<file path="config.mk">
export PLATFORM = sky130hd
export DESIGN_NAME = pipe_stage_ctrl
export DESIGN_NICKNAME = d
export VERILOG_FILES = /design/src/rtl/pipe_stage_ctrl.sv
export SDC_FILE = /design/constraint.sdc
export NUM_CORES = 1
export LEC_CHECK = 0
export CORE_AREA = 2 2 281 283
export CTS_BUF_LIST = sky130_fd_sc_hd__clkbuf_4
export CTS_CLUSTER_DIAMETER = 50
export DETAILED_ROUTE_END_ITERATION = 6
export DIE_AREA = 0 0 283 285
export PLACE_DENSITY = 0.6
export SYNTH_ARGS = -nofsm -noshare
export SYNTH_HDL_FRONTEND = slang
export SYNTH_SLANG_ARGS = --single-unit
export TNS_END_PERCENT = 1
</file>
<file path="constraint.sdc">
create_clock -name clk -period 43.5 [get_ports clk]
set_input_delay 6.525 -clock clk [delete_from_list [all_inputs] [get_ports clk]]
set_output_delay 6.525 -clock clk [all_outputs]
set_load 0.1 [all_outputs]
</file>
<file path="src/rtl/pipe_stage_ctrl.sv">
// Valid/allow_in handshake control and inter-stage bus latches for an N-stage
// in-order pipeline, with partial (younger-only) flush and performance counters.
module pipe_stage_ctrl #(
    parameter int STAGES = 5,
    parameter int BUS_W  = 64,
    parameter int KEEP_W = 32,
    parameter int CNT_W  = 32
) (
    input  logic                         clk,
    input  logic                         reset,
    input  logic [STAGES-1:0]            over,
    input  logic [(STAGES-1)*BUS_W-1:0]  bus_in,
    input  logic                         flush,
    input  logic [3:0]                   flush_src,
    output logic [STAGES-1:0]            valid,
    output logic [STAGES-1:0]            allow_in,
    output logic                         next_fetch,
    output logic [(STAGES-1)*BUS_W-1:0]  bus_r,
    output logic [STAGES*CNT_W-1:0]      stall_cnt,
    output logic [CNT_W-1:0]             retire_cnt
);

    localparam int               L        = STAGES - 1;
    localparam logic [3:0]       LAST_IDX = 4'(STAGES - 1);
    localparam logic [CNT_W-1:0] CNT_ONE  = CNT_W'(1);

    function automatic logic [BUS_W-1:0] make_keep_mask(input int keep);
        logic [BUS_W-1:0] m;
        m = '0;
        for (int b = 0; b < BUS_W; b++) begin
            m[b] = (b < keep);
        end
        return m;
    endfunction

    // Low bits (the PC) survive a flush so the squashed slot stays traceable.
    localparam logic [BUS_W-1:0] KEEP_MASK = make_keep_mask(KEEP_W);

    logic [STAGES-1:0]            valid_r;
    logic [STAGES-1:0]            allow_in_s;
    logic                         allow_chain_s;
    logic [3:0]                   flush_stage_s;
    logic [STAGES-1:0]            flush_clr_s;
    logic [STAGES-1:0]            go_s;
    logic [STAGES-2:0]            adv_s;
    logic [STAGES-1:0]            stall_inc_s;
    logic                         retire_inc_s;
    logic [STAGES-2:0][BUS_W-1:0] bus_in_s;
    logic [STAGES-2:0][BUS_W-1:0] latch_r;
    logic [STAGES-1:0][CNT_W-1:0] stall_r;
    logic [CNT_W-1:0]             retire_r;

    assign bus_in_s   = bus_in;
    assign bus_r      = latch_r;
    assign stall_cnt  = stall_r;
    assign retire_cnt = retire_r;
    assign valid      = valid_r;
    assign allow_in   = allow_in_s;
    assign next_fetch = allow_in_s[0];

    // Decode the flushing stage; an out-of-range source squashes everything.
    always_comb begin
        flush_stage_s = LAST_IDX;
        flush_clr_s   = '0;
        if ((flush_src != 4'd0) && (flush_src <= LAST_IDX)) begin
            flush_stage_s = flush_src;
        end else begin
            flush_stage_s = LAST_IDX;
        end
        for (int i = 0; i < STAGES; i++) begin
            flush_clr_s[i] = flush & (4'(i) <= flush_stage_s);
        end
    end

    // Backpressure ripples from writeback toward fetch.
    always_comb begin
        allow_in_s    = '0;
        allow_chain_s = ~valid_r[L] | over[L];
        allow_in_s[L] = allow_chain_s;
        for (int i = L - 1; i >= 1; i--) begin
            allow_chain_s = ~valid_r[i] | (over[i] & allow_chain_s);
            allow_in_s[i] = allow_chain_s;
        end
        allow_in_s[0] = (over[0] & allow_chain_s) | flush;
    end

    // Per-stage advance and stall/retire events.
    always_comb begin
        go_s        = '0;
        adv_s       = '0;
        stall_inc_s = '0;
        for (int i = 0; i < L; i++) begin
            go_s[i]        = over[i] & allow_in_s[i+1];
            stall_inc_s[i] = valid_r[i] & ~flush_clr_s[i] & ~go_s[i];
        end
        go_s[L]        = over[L];
        stall_inc_s[L] = valid_r[L] & ~over[L];
        adv_s[0]       = go_s[0];
        for (int j = 1; j < L; j++) begin
            adv_s[j] = valid_r[j] & go_s[j];
        end
        retire_inc_s = valid_r[L] & over[L];
    end

    // Stage valid bits; fetch becomes valid on the first edge after reset.
    always_ff @(posedge clk or posedge reset) begin
        if (reset) begin
            valid_r <= '0;
        end else begin
            valid_r[0] <= 1'b1;
            for (int i = 1; i < STAGES; i++) begin
                if (flush_clr_s[i]) begin
                    valid_r[i] <= 1'b0;
                end else if (allow_in_s[i]) begin
                    valid_r[i] <= over[i-1] & valid_r[i-1];
                end else begin
                    valid_r[i] <= valid_r[i];
                end
            end
        end
    end

    // Inter-stage bus latches; slice j feeds stage j+1.
    always_ff @(posedge clk or posedge reset) begin
        if (reset) begin
            latch_r <= '0;
        end else begin
            for (int j = 0; j < L; j++) begin
                if (flush_clr_s[j+1]) begin
                    latch_r[j] <= bus_in_s[j] & KEEP_MASK;
                end else if (adv_s[j]) begin
                    latch_r[j] <= bus_in_s[j];
                end else begin
                    latch_r[j] <= latch_r[j];
                end
            end
        end
    end

    // Free-running wrap-around performance counters.
    always_ff @(posedge clk or posedge reset) begin
        if (reset) begin
            stall_r  <= '0;
            retire_r <= '0;
        end else begin
            for (int i = 0; i < STAGES; i++) begin
                if (stall_inc_s[i]) begin
                    stall_r[i] <= stall_r[i] + CNT_ONE;
                end else begin
                    stall_r[i] <= stall_r[i];
                end
            end
            if (retire_inc_s) begin
                retire_r <= retire_r + CNT_ONE;
            end else begin
                retire_r <= retire_r;
            end
        end
    end

endmodule

</file>
Word-level counts from Yosys, hierarchy flattened
Cells that the tools add are included.
{ "totals": {"regBits": 453, "latchBits": 0, "ram_bits": 0, "mem_bits_ro": 0, "inputBits": 268, "output_inout_bits": 459, "word_cells": 98, "mem_count": 0} }
{ "op_classes": {"n_addsub": 6, "multipliers": 0, "div": 0, "n_lt_le_gt_ge": 6, "n_eq_ne": 0, "shifts": 0, "n_mux": 17, "bitwise_logic": 44, "reduce_logical": 10} }
{ "ops": {"columns": ["op", "n"], "rows": [
  ["64-bit 2-to-1 mux", 8],
  ["32-bit by 1-bit adder with 32-bit output (second input constant)", 6],
  ["1-bit bitwise AND", 26],
  ["2-bit nonzero test", 8],
  ["1-bit NOT", 13],
  ["1-bit by 4-bit less-or-equal comparator with 1-bit output (first input constant)", 2],
  ["2-bit by 4-bit less-or-equal comparator with 1-bit output (first input constant)", 2],
  ["1-bit 2-to-1 mux", 8],
  ["1-bit bitwise OR", 5],
  ["3-bit by 4-bit less-or-equal comparator with 1-bit output (first input constant)", 1],
  ["4-bit by 3-bit less-or-equal comparator with 1-bit output (second input constant)", 1],
  ["4-bit 2-to-1 mux", 1],
  ["4-bit nonzero test", 1],
  ["1-bit logical AND", 1]
]} }

Longest topological paths before layout
Gate-level depths: netlist of the first run.
{ "depth": {"ltp_word": 11, "ltp_mapped": 10, "depth_no_buf": 6} }

Worst setup path before layout of the first run
OpenSTA, ideal clock, no wires.
{ "synth_path": {"path_type": "input port to output port", "startpoint": "input over[4]", "endpoint": "output allow_in[0]", "t_arrival_ns": 8.625, "required_ns": 36.975, "path_slack_ns": 28.350, "stages": 10, "n_path_buf": 4, "cell_sequence": "nor2b_4 -> buf_6 -> inv_6 -> a21o_1 -> and3_1 -> buf_6 -> nor2_8 -> buf_12 -> inv_1 -> buf_4"} }
{ "synth_via": {"elab_chain_cells": 9} }
{ "synth_rtl": {"columns": ["item", "line", "text"], "rows": [
  ["start, declared", "11", "input logic [STAGES-1:0] over,"],
  ["1-bit bitwise OR", "78", "allow_chain_s = ~valid_r[L] | over[L];"],
  ["net allow_in[4]", "16", "output logic [STAGES-1:0] allow_in,"],
  ["1-bit bitwise AND", "81", "allow_chain_s = ~valid_r[i] | (over[i] & allow_chain_s);"],
  ["1-bit bitwise OR", "81", null],
  ["1-bit bitwise AND", "81", null],
  ["1-bit bitwise OR", "81", null],
  ["1-bit bitwise AND", "81", null],
  ["1-bit bitwise OR", "81", null],
  ["1-bit bitwise AND", "84", "allow_in_s[0] = (over[0] & allow_chain_s) | flush;"],
  ["1-bit bitwise OR", "84", null],
  ["end, declared", "16", null]
]} }
The timed path passes the listed nets, and every way through them passes these cells.

Worst setup path after layout of the first run
{ "layout_path": {"startpoint": "input over[4]", "endpoint": "output allow_in[0]"} }
{ "layout_via": {"elab_chain_cells": 9} }
{ "layout_rtl": {"columns": ["item", "line"], "rows": [
  ["1-bit bitwise OR", "78"],
  ["1-bit bitwise AND", "81"],
  ["1-bit bitwise OR", "81"],
  ["1-bit bitwise AND", "81"],
  ["1-bit bitwise OR", "81"],
  ["1-bit bitwise AND", "81"],
  ["1-bit bitwise OR", "81"],
  ["1-bit bitwise AND", "84"],
  ["1-bit bitwise OR", "84"]
]} }
No other way between the ends.

==> summary.txt, run 1 <==
Floorplanning
  – Die ar.: 0.0807 mm²
  – Starting Density: 24.2%
  – Core Area: around 0.078 mm²
  – Die H: 285 µm
  – Die width: 283 µm
  – Placement Rows: a little over 100
  – # IOs: roughly 730

Clock network
  – Htree depth: 4
  – Root Buffer: clkbuf_4
  – Clk slew on worst S/H paths: 60 ps
  – Post-CTS setup buffers: 0
  – Clock Latency Late Sink: 920 ps
  – Hold_buf cts: 0
  – CTS tree: built
  – Sink Count: 453
  – # resized after CTS: 0
  – Clk buf depth: 3
  – Total CTS buffers: 134

Status
  – Status: finished, final reports clean

Worst setup path
  – Largest delay share family, worst path: buffers and inverters
  – CP Cell Sequence: clkdlybuf4s50_1 -> nor2b_4 -> inv_6 -> a21o_1 -> and3_1 -> buf_4 -> nor2_8 -> buf_4 -> inv_1 -> clkdlybuf4s50_1
  – R2r setup slk: 40,760 ps
  – Reg2reg end: bus_r[3]
  – Startpoint Class: primary input
  – Worst r2r path cells: 8
  – CP required: 36,970 ps
  – Arr. time, crit path: 10,040 ps
  – CP Launch Point: over[4]
  – Crit path max-delay cell type: clkdlybuf4s50_1
  – Max FO, Critical Path: 33
  – Crit path kind: primary input to output port
  – Buf/Inv on CP: 6
  – Reg2reg start: valid[4]
  – Max incr delay on CP: 1020 ps
  – Crit end category: output port

Synthesis
  – Mean post-synth cell area: 11.7 µm²
  – Post-synth EDFFs: 0
  – Post-Syn Instances: 1,619
  – Synth Net Count: approximately 1,900
  – Cell with the most instances after synthesis: dfrtp_1
  – Top cell type by total area after synthesis: dfrtp_1
  – Synth top area share: 60.0%
  – Yosys cell types: 63
  – Leading post-synthesis cells by cell area: dfrtp_1 (60%), nand2_1 (6.3%), mux2_2 (6.0%)
  – Number of synthesized register bits: 453
  – Sequential share of the synthesized area: 60.0%
  – Yosys warning total: 0
  – Post-synth ARST share: 100%
  – Top_reg_cell synth: dfrtp_1
  – Synth Cell Area: 0.0189 mm²
  – Commonest cells in the netlist: dfrtp_1 (453), nand2_1 (319), a21oi_1 (133), xnor2_1 (127), mux2_2 (100)

GRT
  – Initial antenna violation count: 8
  – Vias in the first global route: 16,600
  – Pin count of the biggest net entering global routing: 104
  – First-pass GRT wire length: 102,000 µm
  – Total track usage: between 10% and 20%
  – Total grt overflow: 0

Routing
  – Total routed wirelength: between 60,000 and 70,000 µm
  – Initial DRT Pass Iterations: 4
  – Via count: 15,600
  – Initial DRC count: 592
  – Post-DRT Antenna Nets: 0
  – Met2 WL: approximately 33,000 µm
  – Routed met3 length: 5870 µm
  – Vias per inst: between 4 and 5
  – Routed length on met1: 26,200 µm
  – WL/cell: ~19 µm
  – Highest Signal Layer: met5
  – Post-route DRC: 0

Placement
  – PortBufs: 726
  – Placer Congestion: around 0.93
  – DP HPWL: between 40,000 and 50,000 µm

Job
  – Max-cap violations: 0

Timing
  – Setup TNS Final: 0 ps
  – Max Slew Vio Count: 0
  – Final setup fails: 0
  – Fin crit share: about two fifths
  – Slew Limit Headroom: 13.6%
  – Min Tclk post-route: 16,570 ps
  – Top achievable clock speed: 60.4 MHz
  – Worst slew pin tran: between 1000 and 1500 ps
  – RSZ-0062 raised after global routing: no
  – Final Hold Fails: 0
  – Final Skew: 70.7 ps

Final layout
  – Register area: 0.0113 mm²
  – Fin util: 37.2%
  – Synth-to-layout area growth: 53.6%
  – Multi-input gate area: 0.00709 mm²
  – Layout cells sized above 1: 15.7%
  – # nets final: 2,702
  – Filler cells: 7,707

Pwr
  – Leak: around 12 nW
  – Total Power: 1.19 mW
  – Max VDD drop: 0.0181 mV
  – Total power divided by cell area: 40.9 mW/mm²

Min path
  – Hold/Removal Path Class: register to register
  – Endpoint, Worst Hold: retire_cnt[31]
  – Hold_sp: retire_cnt[31]
  – Hold depth: 1
worst max-delay path by stage:
stage	endpoint	slack [ps]	cells after the start
after floorplan	bus_r[0]	24350	1
after global placement	allow_in[0]	26990	10
after detailed placement	allow_in[0]	26890	10
after CTS	allow_in[0]	26900	10
after global routing	allow_in[0]	26750	10
final	allow_in[0]	26930	10
registers in the layout, summed over array words and instances, names as in the netlist:
register    cells
stall_cnt     160
bus_r         256
retire_cnt     32
valid           5
cells by family after synthesis:
kind of cell             count (synthesis)  share of synthesized area, %
other                                    1                        0.0198
adder cells (fa/ha/maj)                  6                         0.397
multiplexers                           133                          8.50
AND/OR/NAND/NOR                        593                          15.2
buffers and inverters                   94                          2.59
AO/OA/AOI/OAI                          152                          4.65
XOR/XNOR                               187                          8.66
flip-flops                             453                          60.0
cell usage in the layout, fill, tap and decap left out, types with 24 or more instances in the layout:
cell	netlist	layout
dfrtp_1	453	453
mux2_4	29	29
a21oi_1	133	133
nand2_1	319	319
clkbuf_4	0	192
xnor2_1	127	127
clkdlybuf4s50_1	0	723
nor2_1	30	30
buf_4	10	24
clkinv_1	0	27
nand4_1	48	48
and3_1	35	33
xor2_1	60	60
nand3_1	70	68
mux2_2	100	100
final cells by class:
type / instances / area share (%)
Timing Repair Buffer: 748 / 25.6
Tap cell: 1050 / 4.53
Clock buffer: 192 / 4.97
Sequential cell: 453 / 39.1
Inverter: 19 / 0.289
Multi-Input combinational cell: 1072 / 24.4
Clock inverter: 49 / 1.09
Antenna cell: 8 / 0.0690
per-layer routing:
| layer | up-vias | global-route usage, % |
|---|---|---|
| li1 | 7234 | - |
| met1 | 7598 | 18.5 |
| met2 | 615 | 27.6 |
| met3 | 130 | 6.71 |
| met4 | 6 | 6.28 |
| met5 | - | 0 |
power by group:
part / internal [mW] / leakage (nW) / total, mW / switching, mW
registers: 0.444 / 5.95 / 0.463 / 0.0189
clock network: 0.223 / 1.03 / 0.420 / 0.196
logic: 0.0813 / 5.33 / 0.305 / 0.224
total: 0.749 / 12.3 / 1.19 / 0.439
metrics by stage:
step	setup slack, ps	instance area [µm²]	instances	hold slack [ps]
after CTS	26900	29000	3583	475
after global routing	26750	29000	3589	482
final	26930	29000	3591	467
after floorplan	24350	18900	1619	975
after global placement	26990	27200	3342	457
after detailed placement	26890	27200	3342	461
Note: power is estimated with default switching activity, not from simulation.
==> run 2: changes to the inputs <==
clock period = 17 ns   (was 43.5 ns; I/O delays follow)
==> summary.txt, run 2 (synthesized netlist as in run 1, its figures left out) <==
Final layout
  – Most common cell after layout, fill and taps aside: clkdlybuf4s50_1 (unchanged)
  – Max reg flops: 256 (unchanged)
  – Filler cells: 7,645 (was 7,707)
  – Final cell count without fillers: 3,574 (was 3,591)
  – # nets final: 2,699 (was 2,702)
  – Most frequent cells in the layout: clkdlybuf4s50_1 (723), dfrtp_1 (453), nand2_1 (319) (unchanged)
  – Synth-to-layout area growth: 53.2% (was 53.6%)
  – Layout cells sized above 1: 15.2% (was 15.7%)

Worst setup path
  – Reg2reg start: valid[4] (unchanged)
  – Crit path kind: primary input to output port (unchanged)
  – R2r setup slk: 13,530 ps (was 40,760 ps)
  – CP required: 14,450 ps (was 36,970 ps)
  – Max FO, Critical Path: 33 (unchanged)
  – Arr. time, crit path: 6020 ps (was 10,040 ps)
  – Startpoint Class: primary input (unchanged)
  – Worst r2r path cells: 5 (was 8)
  – Crit end category: output port (unchanged)
  – Reg2reg end: bus_r[140] (was bus_r[3])

Timing
  – Fin crit share: just over 50%
  – Worst slew pin tran: 1300 ps (about the same)
  – Max Slew Vio Count: 0 (unchanged)
  – Top achievable clock speed: 117 MHz
  – Final Skew: 67.1 ps (was 70.7 ps)
  – Slew Limit Headroom: 13.3% (was 13.6%)
  – Setup TNS Final: 0 ps (unchanged)
  – RSZ-0062 raised after global routing: no (unchanged)
  – Final Hold Fails: 0 (unchanged)
  – Min Tclk post-route: around 8600 ps
  – Final setup fails: 0 (unchanged)

Floorplanning
  – # IOs: 727 (unchanged)
  – Die H: 285 µm (unchanged)
  – Starting Density: 24.2% (unchanged)
  – Core Area: 0.0780 mm² (unchanged)
  – Die ar.: 0.0807 mm² (unchanged)
  – Die width: 283 µm (unchanged)
  – Placement Rows: 103 (unchanged)

Routing
  – WL/cell: 18.8 µm (was 18.6 µm)
  – Via count: 15,700 (was 15,600)
  – Vias per inst: 4.38 (was 4.34)
  – Post-DRT Antenna Nets: 0 (unchanged)
  – Post-route DRC: 2 (was 0)
  – Total routed wirelength: 67,200 µm (was 66,900 µm)
  – Initial DRT Pass Iterations: 7 (was 4)
  – Initial DRC count: 632 (was 592)

Clock network
  – Total CTS buffers: 136 (was 134)
  – Htree depth: 4 (unchanged)
  – Sink Count: 453 (unchanged)
  – Hold_buf cts: 0 (unchanged)
  – Clk buf depth: 3 (unchanged)
  – Root Buffer: clkbuf_4 (unchanged)
  – CTS tree: built (unchanged)
  – # resized after CTS: 0 (unchanged)
  – Post-CTS setup buffers: 0 (unchanged)
  – Clk slew on worst S/H paths: 60 ps (about the same)
  – Clock Latency Late Sink: 920 ps (about the same)

Min path
  – Hold/Removal Path Class: register to register (unchanged)
  – Endpoint, Worst Hold: stall_cnt[159] (was retire_cnt[31])
  – Hold depth: 1 (unchanged)
  – Hold_sp: stall_cnt[159] (was retire_cnt[31])

GRT
  – Vias in the first global route: 16,600 (about the same)
  – Pin count of the biggest net entering global routing: 182 (was 104)
  – Total track usage: 16.4% (about the same)
  – Initial antenna violation count: 9 (was 8)
  – First-pass GRT wire length: 102,000 µm (about the same)
  – Total grt overflow: 0 (unchanged)

Placement
  – DP HPWL: 49,600 µm (was 50,000 µm)
  – PortBufs: 726 (unchanged)
  – Placer Congestion: 0.909 (was 0.927)
  – # placed instances: 3,337 (was 3,342)

Status
  – Violated checks: design-rule violations
  – Status: finished with violations (was finished, final reports clean)

Pwr
  – Leak: 12.3 nW (about the same)
  – Max VDD drop: 0.0498 mV (was 0.0181 mV)
  – Total power divided by cell area: 105 mW/mm² (was 40.9 mW/mm²)

Job
  – Max-cap violations: 0 (unchanged)
run 2: power by group:
part	total [mW]	switching (mW)	internal [mW]	leakage, nW
logic	0.781	0.573	0.208	5.31
clock network	1.07	0.498	0.570	1.01
registers	1.19	0.0482	1.14	5.95
run 2: how the worst max path moves through the flow:
stage,slack (ps),startpoint,cells after the start,to
detailed placement,8400,over[4],10,allow_in[0]
finish,8430,over[4],10,allow_in[0]
global route,8190,over[1],9,next_fetch
CTS,8390,over[4],10,allow_in[0]
global placement,8410,over[1],9,allow_in[0]
floorplan,1820,reset,1,bus_r[0]
run 2: critical path, cell delays in order:
cell and delay (ps):
clkdlybuf4s50_1 520, nor2b_4 360, inv_6 130, a21o_1 230
and3_1 190, buf_4 240, nor2_8 110, buf_4 490
inv_1 130, clkdlybuf4s50_1 1000
run 2: stage by stage:
stage | hold WS [ps] | power, mW | util [%] | area [µm²] | setup WS, ps
after global placement | 459 | 1.98 | 34.9 | 27200 | 8410
final | 467 | 3.03 | 37.1 | 29000 | 8430
after global routing | 495 | 3.18 | 37.1 | 29000 | 8190
after floorplan | 975 | 1.74 | - | 18900 | 1820
after detailed placement | 455 | 1.99 | 34.9 | 27200 | 8400
after CTS | 468 | 3.09 | 37.1 | 28900 | 8390
run 2: layer usage:
| metal | GRT usage (%) | part of all wire, % | routed length, µm |
|---|---|---|---|
| met5 | 0 | 0.10 | 69 |
| met4 | 7.50 | 3.4 | 2310 |
| met3 | 6.95 | 9.0 | 6030 |
| met2 | 27.0 | 48 | 32500 |
| met1 | 18.3 | 39 | 26200 |
run 2: final cells by class:
class                           count  area (µm²)  share of cell area (%)
Clock inverter                     47         324                    1.12
Tap cell                         1050        1310                    4.54
Clock buffer                      186        1400                    4.82
Multi-Input combinational cell   1072        7090                    24.5
Antenna cell                        4        10.0                  0.0346
Timing Repair Buffer              743        7400                    25.5
Inverter                           19        83.8                   0.290
Sequential cell                   453       11300                    39.1
==> run 3: changes to the inputs <==
clock period = 7.9 ns   (was 17 ns; I/O delays follow)
==> summary.txt, run 3 (synthesized netlist as in run 1, its figures left out) <==
Status
  – Status: finished, final reports clean (was finished with violations)

Timing
  – Max Slew Vio Count: 0 (unchanged)
  – Final setup fails: 0 (unchanged)
  – Worst slew pin tran: 1260 ps (was 1300 ps)
  – Top achievable clock speed: 169 MHz
  – Final Skew: 72.2 ps (was 67.1 ps)
  – Fin crit share: about three quarters
  – Setup TNS Final: 0 ps (unchanged)
  – Final Hold Fails: 0 (unchanged)
  – Min Tclk post-route: 5900 ps
  – Slew Limit Headroom: 15.8% (was 13.3%)
  – RSZ-0062 raised after global routing: no (unchanged)

Final layout
  – Filler cells: 7,663 (was 7,645)
  – Synth-to-layout area growth: 53.2% (about the same)
  – Most frequent cells in the layout: clkdlybuf4s50_1 (725), dfrtp_1 (453), nand2_1 (319) (was clkdlybuf4s50_1 (723), dfrtp_1 (453), nand2_1 (319))
  – Most common cell after layout, fill and taps aside: clkdlybuf4s50_1 (unchanged)
  – Max reg flops: 256 (unchanged)
  – # nets final: 2,697 (was 2,699)
  – Register area: 0.0113 mm² (unchanged)
  – Multi-input gate area: 0.00710 mm² (was 0.00709 mm²)
  – Final cell count without fillers: 3,569 (was 3,574)
  – Layout cells sized above 1: 15.3% (was 15.2%)

Clock network
  – Hold_buf cts: 0 (unchanged)
  – Root Buffer: clkbuf_4 (unchanged)
  – CTS tree: built (unchanged)
  – Sink Count: 453 (unchanged)
  – Total CTS buffers: 134 (was 136)
  – Clk slew on worst S/H paths: 60 ps (about the same)
  – Clock Latency Late Sink: 900 ps (was 920 ps)
  – Clk buf depth: 3 (unchanged)
  – Htree depth: 4 (unchanged)
  – # resized after CTS: 0 (unchanged)
  – Post-CTS setup buffers: 0 (unchanged)

Floorplanning
  – Die H: 285 µm (unchanged)
  – Die ar.: 0.0807 mm² (unchanged)
  – Die width: 283 µm (unchanged)
  – Starting Density: 24.2% (unchanged)
  – Placement Rows: 103 (unchanged)
  – Core Area: 0.0780 mm² (unchanged)
  – # IOs: 727 (unchanged)

GRT
  – Vias in the first global route: 16,800 (was 16,600)
  – Pin count of the biggest net entering global routing: 160 (was 182)
  – Total grt overflow: 0 (unchanged)
  – Initial antenna violation count: 6 (was 9)
  – Total track usage: 16.1% (was 16.4%)
  – First-pass GRT wire length: 102,000 µm (about the same)

Pwr
  – Power share of the clock group: 34.9% (was 35.2%)
  – Int Pwr: 4.11 mW (was 1.91 mW)
  – Total Power: 6.51 mW (was 3.03 mW)
  – Max VDD drop: 0.108 mV (was 0.0498 mV)
  – Leak: 12.3 nW (about the same)
  – Sequential power share: 39.3% (was 39.1%)
  – Sw power: 2.39 mW (was 1.12 mW)
  – Comb pwr share: 25.8% (was 25.7%)
  – Total power divided by cell area: 225 mW/mm² (was 105 mW/mm²)
  – Net Sw Frac: 36.8% (was 36.9%)

Worst setup path
  – CP required: 6710 ps (was 14,450 ps)
  – Max FO, Critical Path: 33 (unchanged)
  – R2r setup slk: 5080 ps (was 13,530 ps)
  – Crit end category: output port (unchanged)
  – Startpoint Class: primary input (unchanged)
  – Reg2reg end: bus_r[31] (was bus_r[140])
  – Buf/Inv on CP: 5 (was 6)
  – Arr. time, crit path: 4720 ps (was 6020 ps)
  – Crit path max-delay cell type: clkdlybuf4s50_1 (unchanged)
  – Max incr delay on CP: 1020 ps (was 1000 ps)
  – Largest delay share family, worst path: buffers and inverters (unchanged)
  – Crit path kind: primary input to output port (unchanged)
  – Most frequent CP cell: clkdlybuf4s50_1
  – CP Cell Sequence: clkdlybuf4s50_1 -> nor2b_4 -> inv_6 -> a21o_1 -> and3_1 -> buf_4 -> nor2_8 -> inv_1 -> clkdlybuf4s50_1 (was clkdlybuf4s50_1 -> nor2b_4 -> inv_6 -> a21o_1 -> and3_1 -> buf_4 -> nor2_8 -> buf_4 -> inv_1 -> clkdlybuf4s50_1)
  – Reg2reg start: valid[4] (unchanged)
  – Worst r2r path cells: 7 (was 5)

Placement
  – DP HPWL: 48,500 µm (was 49,600 µm)
  – # placed instances: 3,337 (unchanged)
  – PortBufs: 726 (unchanged)
  – Placer Congestion: 0.937 (was 0.909)

Routing
  – Post-DRT Antenna Nets: 0 (unchanged)
  – Initial DRT Pass Iterations: 4 (was 7)
  – WL/cell: 18.4 µm (was 18.8 µm)
  – Vias per inst: 4.40 (was 4.38)
  – Via count: 15,700 (about the same)
  – Total routed wirelength: 65,800 µm (was 67,200 µm)
  – Initial DRC count: 685 (was 632)
  – Post-route DRC: 0 (was 2)

Min path
  – Hold/Removal Path Class: register to register (unchanged)
  – Endpoint, Worst Hold: stall_cnt[127] (was stall_cnt[159])
  – Hold depth: 1 (unchanged)
  – Hold_sp: stall_cnt[127] (was stall_cnt[159])

Job
  – Max-cap violations: 0 (unchanged)
run 3: cell types whose count changed in the layout (fill, tap and decap cells not counted), moves of 2 or more:
cell,delta
buf_4,-4
clkinv_1,-9
clkbuf_4,+6
buf_12,+2
clkinvlp_4,+3
clkdlybuf4s50_1,+2
run 3: final cells by class:
type | instances | share of cell area, %
Antenna cell | 3 | 0.0259
Multi-Input combinational cell | 1072 | 24.5
Tap cell | 1050 | 4.54
Inverter | 19 | 0.276
Clock inverter | 37 | 0.903
Timing Repair Buffer | 743 | 25.6
Sequential cell | 453 | 39.1
Clock buffer | 192 | 4.98
run 3: how the worst max path moves through the flow:
stage	start	cells past startpoint	endpoint	slack (ps)
2_1_floorplan	reset	1	bus_r[0]	590
3_3_place_gp	over[4]	9	allow_in[0]	2000
3_5_place_dp	over[4]	9	allow_in[0]	1910
4_1_cts	over[4]	9	allow_in[0]	1910
5_1_grt	over[4]	9	allow_in[0]	1770
6_report	over[4]	9	allow_in[0]	2000
run 3: routing by layer:
| layer | vias to the layer above | track usage [%] | routed length (µm) |
|---|---|---|---|
| li1 | 7187 | - | - |
| met1 | 7813 | 18.2 | 25900 |
| met2 | 594 | 28.0 | 33200 |
| met3 | 98 | 6.38 | 5450 |
| met4 | 6 | 4.84 | 1200 |
| met5 | - | 0 | 35 |
run 3: through the flow:
step / cell area (µm²) / utilization [%] / setup WS [ps] / hold WS (ps)
after CTS: 29000 / 37.1 / 1910 / 478
after detailed placement: 27300 / 35.0 / 1910 / 462
final: 29000 / 37.2 / 2000 / 471
after floorplan: 18900 / - / 588 / 975
after global routing: 29000 / 37.2 / 1770 / 502
after global placement: 27300 / 35.0 / 2000 / 459
run 3: power by group through the flow:
| stage | logic, mW | registers (mW) | clock network, mW |
|---|---|---|---|
| floorplan | 0.253 | 3.50 | 0 |
| global placement | 1.68 | 2.59 | 0 |
| detailed placement | 1.69 | 2.60 | 0 |
| CTS | 1.69 | 2.56 | 2.38 |
| global route | 1.73 | 2.57 | 2.50 |
| finish | 1.68 | 2.56 | 2.27 |
